**src/rtl/xmit_phy_pkg.sv**
```systemverilog
// Shared types and constants for the transmit-side PHY deframer.
package xmit_phy_pkg;

  // Deframer states: between frames, waiting for a low nibble, waiting for a high nibble
  typedef enum logic [1:0] {
    ST_IDLE = 2'd0,
    ST_LO   = 2'd1,
    ST_HI   = 2'd2
  } state_e;

  localparam int LEN_W_DEF   = 12;
  localparam int FRAME_CNT_W = 16;

endpackage

```
**src/rtl/xmit_ifg_timer.sv**
```systemverilog
// Idle-gap counter between frames. The counter saturates at IFG_MIN, and gap_ok_o
// is high once that many idle cycles have been seen. It comes out of reset already
// saturated, so the first frame after reset never reports a gap violation.
module xmit_ifg_timer #(
  parameter int IFG_MIN = 12
) (
  input  logic clk_phy,
  input  logic reset_n,
  input  logic clr_i,
  input  logic en_i,
  output logic gap_ok_o
);

  localparam int CW = (IFG_MIN > 0) ? $clog2(IFG_MIN + 1) : 1;
  localparam logic [CW-1:0] SAT = CW'(IFG_MIN);

  logic [CW-1:0] cnt_q;
  logic [CW-1:0] cnt_d;

  // Next count: clear on frame end, otherwise count idle cycles up to saturation
  always_comb begin
    cnt_d = cnt_q;
    if (clr_i) begin
      cnt_d = '0;
    end else if (en_i && (cnt_q < SAT)) begin
      cnt_d = cnt_q + 1'b1;
    end
  end

  // Gap counter register; reset value means "gap already satisfied"
  always_ff @(posedge clk_phy or negedge reset_n) begin
    if (!reset_n) begin
      cnt_q <= SAT;
    end else begin
      cnt_q <= cnt_d;
    end
  end

  assign gap_ok_o = (cnt_q >= SAT);

endmodule

```
**src/rtl/xmit_phy_deframer.sv**
```systemverilog
// Receive-side deframer for the 4-bit transmit PHY stream: rebuilds bytes
// (low nibble first), delimits frames on phy_tx_en, and reports length,
// error flags and a running frame count. All outputs are registered.
//
//   state   | meaning
//   --------+-----------------------------------------------------------
//   ST_IDLE | tx_en low between frames; idle-gap timer counting
//   ST_LO   | inside a frame, next nibble is a low half of a byte
//   ST_HI   | inside a frame, low half held, next nibble completes byte
module xmit_phy_deframer
  import xmit_phy_pkg::*;
#(
  parameter int LEN_W   = LEN_W_DEF,
  parameter int MIN_LEN = 4,
  parameter int MAX_LEN = 2047,
  parameter int IFG_MIN = 12
) (
  input  logic                   clk_phy,
  input  logic                   reset_n,
  input  logic [3:0]             phy_data_in,
  input  logic                   phy_tx_en,
  output logic [7:0]             m_byte,
  output logic                   m_byte_valid,
  output logic                   m_sof,
  output logic                   m_eof,
  output logic [LEN_W-1:0]       m_len,
  output logic                   m_err_odd,
  output logic                   m_err_len,
  output logic                   m_err_ifg,
  output logic [FRAME_CNT_W-1:0] m_frame_cnt
);

  state_e           state_q;
  logic [3:0]       lo_q;
  logic [LEN_W-1:0] len_q;
  logic [LEN_W-1:0] len_d;
  logic             ifg_err_q;
  logic             frame_end;
  logic             len_bad;
  logic             gap_ok;

  // A frame ends on the first low tx_en sample while inside a frame
  assign frame_end = (state_q != ST_IDLE) && !phy_tx_en;

  // Saturating byte count and legality of the final (saturated) length
  assign len_d   = (len_q == '1) ? len_q : len_q + 1'b1;
  assign len_bad = (len_q < LEN_W'(MIN_LEN)) || (len_q > LEN_W'(MAX_LEN));

  xmit_ifg_timer #(
    .IFG_MIN (IFG_MIN)
  ) u_ifg_timer (
    .clk_phy  (clk_phy),
    .reset_n  (reset_n),
    .clr_i    (frame_end),
    .en_i     ((state_q == ST_IDLE) && !phy_tx_en),
    .gap_ok_o (gap_ok)
  );

  // Deframer FSM with nibble latch, length counter and registered outputs
  always_ff @(posedge clk_phy or negedge reset_n) begin
    if (!reset_n) begin
      state_q      <= ST_IDLE;
      lo_q         <= '0;
      len_q        <= '0;
      ifg_err_q    <= 1'b0;
      m_byte       <= '0;
      m_byte_valid <= 1'b0;
      m_sof        <= 1'b0;
      m_eof        <= 1'b0;
      m_len        <= '0;
      m_err_odd    <= 1'b0;
      m_err_len    <= 1'b0;
      m_err_ifg    <= 1'b0;
      m_frame_cnt  <= '0;
    end else begin
      m_byte_valid <= 1'b0;
      m_sof        <= 1'b0;
      m_eof        <= 1'b0;
      m_err_odd    <= 1'b0;
      m_err_len    <= 1'b0;
      m_err_ifg    <= 1'b0;

      unique case (state_q)
        ST_IDLE: begin
          if (phy_tx_en) begin
            lo_q      <= phy_data_in;
            len_q     <= '0;
            ifg_err_q <= !gap_ok;
            state_q   <= ST_HI;
          end
        end
        ST_HI: begin
          if (phy_tx_en) begin
            m_byte       <= {phy_data_in, lo_q};
            m_byte_valid <= 1'b1;
            // length never returns to zero inside a frame, so zero marks the first byte
            m_sof        <= (len_q == '0);
            len_q        <= len_d;
            state_q      <= ST_LO;
          end
        end
        ST_LO: begin
          if (phy_tx_en) begin
            lo_q    <= phy_data_in;
            state_q <= ST_HI;
          end
        end
        default: state_q <= ST_IDLE;
      endcase

      // Frame termination: report and return to idle; a held half byte is dropped
      if (frame_end) begin
        m_eof       <= 1'b1;
        m_len       <= len_q;
        m_err_odd   <= (state_q == ST_HI);
        m_err_len   <= len_bad;
        m_err_ifg   <= ifg_err_q;
        m_frame_cnt <= m_frame_cnt + 1'b1;
        state_q     <= ST_IDLE;
      end
    end
  end

endmodule

```
**config.mk**
```make
export PLATFORM = sky130hd
export DESIGN_NAME = xmit_phy_deframer
export DESIGN_NICKNAME = d
export VERILOG_FILES = /design/src/rtl/xmit_phy_pkg.sv /design/src/rtl/xmit_ifg_timer.sv /design/src/rtl/xmit_phy_deframer.sv
export SDC_FILE = /design/constraint.sdc
export NUM_CORES = 1
export LEC_CHECK = 0
export ABC_AREA = 1
export CAP_MARGIN = 40
export CORE_MARGIN = 8
export CORE_UTILIZATION = 35
export CTS_BUF_LIST = sky130_fd_sc_hd__clkbuf_8
export DETAILED_ROUTE_END_ITERATION = 8
export PLACE_DENSITY = 0.61
export SETUP_SLACK_MARGIN = 0.5
export SYNTH_ARGS = -nofsm -noshare
export SYNTH_HDL_FRONTEND = slang
export SYNTH_SLANG_ARGS = --single-unit
```
**constraint.sdc**
```tcl
create_clock -name clk_phy -period 2.04 [get_ports clk_phy]
set_input_delay 0.408 -clock clk_phy [delete_from_list [all_inputs] [get_ports clk_phy]]
set_output_delay 0.408 -clock clk_phy [all_outputs]
set_load 0.05 [all_outputs]
```
==> impl_metrics.py <==
metrics = {
    "sta": {
        "fin_skew_ps": 10.5,
        "finalSetupViolations": 0,
        "finalHoldViolations": 0,
        "period_minus_slack_ps": 1490,
        "rsz0062_at_grt": "true",
        "fin_ws_ps": 552,
        "max_freq_mhz": 672,
        "fin_setup_tns_ps": 0,
        "min_period_over_period_pct": 73.0,
        "slew_violations": 0,
        "slew_headroom_pct": 76.4,
        "worst_pin_slew_ps": 353,
    },
    "critical_path": {
        "cp_max_fo": 2,
        "max_stage_delay_ps": 380,
        "timing.critical_path.max_delay_family": "buffers and inverters",
        "critPathKind": "flip-flop to output port",
        "crit_slowest_cell": "clkdlybuf4s15_2",
        "end_kind": "output port",
        "critPathLaunchType": "flip-flop",
        "worst-endpoint-required_ps": 1630,
        "crit_buf_inv": 1,
        "cp_data_arrival_time_ps": 1080,
        "crit_chain": "clkdlybuf4s15_2",
    },
    "floorplan": {
        "core-area_mm2": 0.00851,
        "die_height_um": 109,
        "core.rowCount": 34,
        "start_util_pct": 35.3,
        "die_x_um": 109,
        "io_pins": 49,
        "die_area_mm2": 0.0118,
    },
    "cts": {
        "numCtsBuffers": 9,
        "root_buffer": "clkbuf_8",
        "cts_tree": "yes",
        "clk_pin_slew_ps": 70,
        "clk_path_buf_depth": 2,
        "hold_buffers": 0,
        "clkLatencyLatePin_ps": 340,
        "clock-sinks": 65,
        "htree_levels": 3,
    },
    "synthesis": {
        "syn_inst": 360,
        "seq_area_frac_synth_pct": 54.2,
        "ys.flop_type": "dfrtp_1",
        "syn_area_per_cell_um2": 8.35,
        "ys_warn_count": 0,
        "ys_types": 24,
        "async_reset_ff_share_pct": 100,
        "synth-seq-cells": 65,
        "synth_edf_count": 0,
        "syn_nets": 371,
        "syn-cell-area_mm2": 0.00301,
    },
    "routing": {
        "wl_per_cell_um": 13.0,
        "via_per_inst": 4.73,
        "drtIter0Drc": 182,
        "post-route-drc-count": 0,
        "drt_pass1_iterations": 4,
        "wl_um": 6950,
        "route.vias.total": 2537,
        "antenna_left": 0,
    },
    "global_routing": {
        "grt_pass1_wl_um": 12000,
        "grt_max_degree": 66,
        "grt_overflow": 0,
        "grtUsageTotal_pct": 12.7,
        "grt_pass1_vias": 2608,
        "antenna_found_initial": 0,
    },
    "final_layout": {
        "seq_area_mm2": 0.00164,
        "layout-drive-gt1-share_pct": 22.2,
        "final_cell_count_no_fill": 536,
        "multi_input_area_mm2": 0.00120,
        "syn_to_final_growth_pct": 27.7,
        "fin_nets": 434,
        "diodes": 0,
        "design_area_mm2": 0.00384,
        "fill_cells": 838,
    },
    "worst_hold_path": {
        "hold_path.class": "input pin to asynchronous set/reset pin",
    },
    "placed_design": {
        "post-place-cells": 516,
        "hpwl_um": 4970,
        "gp_congestion": 0.858,
        "dp_slack_ps": 241,
        "port_buffers": 48,
        "placed_area_mm2": 0.00364,
    },
    "power_and_ir_drop": {
        "p_leak_nw": 1.88,
        "power_mw": 3.54,
        "powerDensity_mw_per_mm2": 922,
        "ir_worst_vdd_v": 0.000461,
    },
    "run_status": {
        "status": "completed",
    },
    "flow_run": {
        "cap_violations": 0,
    },
}
-- logic make-up (layout without fill, tap and decap cells) --
logic type	Yosys count	in the layout	share of synthesized area (%)
compound gates	39	39	6.74
xor+xnor	10	10	2.91
fa+ha+maj	4	4	1.67
buf+inv	53	121	6.99
flops	65	65	54.2
simple gates	189	189	27.5
-- area by class of cell --
class                   instances  share of cell area, %
clock buffers                  10                   3.59
multi-input cells             242                   31.2
repair buffers                 57                   12.9
well taps                     108                   3.52
clock inverters                 6                   1.40
flip-flops and latches         65                   42.6
inverters                      48                   4.73
-- per-stage QoR --
| step | utilization, % | hold WS, ps |
|---|---|---|
| global route | 45.1 | 88.3 |
| global placement | 42.8 | 451 |
| finish | 45.1 | 62.4 |
| floorplan | - | 112 |
| detailed placement | 42.8 | 454 |
| CTS | 44.8 | 81.1 |
-- worst paths after layout --
path,from,end,slack [ps],cells past startpoint
setup / recovery,m_byte[3],m_byte[3],550,1
hold / removal,reset_n,m_frame_cnt[1],60,2
setup reg to reg,state_q[0],len_q[10],590,8
hold reg to reg,u_ifg_timer.cnt_q[3],u_ifg_timer.cnt_q[3],470,2
max in group asynchronous,reset_n,u_ifg_timer.cnt_q[2],1640,2
min in group clk_phy,u_ifg_timer.cnt_q[3],u_ifg_timer.cnt_q[3],470,2
-- routing by layer --
layer	global-route usage, %	part of all wire (%)	vias up
li1	-	-	1262
met5	0	0	-
met4	5.18	1.4	0
met3	5.32	7.4	12
met2	20.9	48	69
met1	14.4	43	1194
-- sequential cells by signal (all words and copies together), names as in the netlist --
name / count
ifg_err_q: 1
len_q: 12
lo_q: 4
m_byte: 8
m_byte_valid: 1
m_eof: 1
m_err_ifg: 1
m_err_len: 1
m_err_odd: 1
m_frame_cnt: 16
m_len: 12
m_sof: 1
state_q: 2
u_ifg_timer.cnt_q: 4
-- cell usage in the layout (no fill, tap or decap), types with 10 or more instances in the layout --
cell	n
nand2_1	115
dfrtp_1	57
inv_1	45
o21ai_0	31
nand3_1	23
clkdlybuf4s15_2	23
nor2_1	22
buf_2	17
nand4_1	12
clkbuf_8	10
-- cell usage after synthesis, types with 4 or more instances --
| cell | number | area [um^2] |
|---|---|---|
| nand2_1 | 116 | 435 |
| dfrtp_1 | 63 | 1580 |
| inv_1 | 42 | 158 |
| o21ai_0 | 31 | 155 |
| nand3_1 | 23 | 115 |
| nor2_1 | 23 | 86.3 |
| nand4_1 | 12 | 75.1 |
| xnor2_1 | 6 | 52.6 |
| a21oi_1 | 5 | 25.0 |
| inv_2 | 5 | 18.8 |
| ha_1 | 4 | 50.1 |
| nand2_2 | 4 | 25.0 |
| nor2_4 | 4 | 45.0 |
| nor3_1 | 4 | 20.0 |
| xor2_1 | 4 | 35.0 |
-- what timing repair did --
item	4_1_cts	5_1_grt
endpoints found under the setup margin	47	24
setup buffers	1	3
resized for setup	155	20
pin swaps	0	2
-- power by group --
part,internal (mW),total (mW),switching [mW]
logic,0.252,0.886,0.635
registers,1.45,1.59,0.144
clock network,0.583,1.06,0.481
Power figures use the tool's default switching activity.
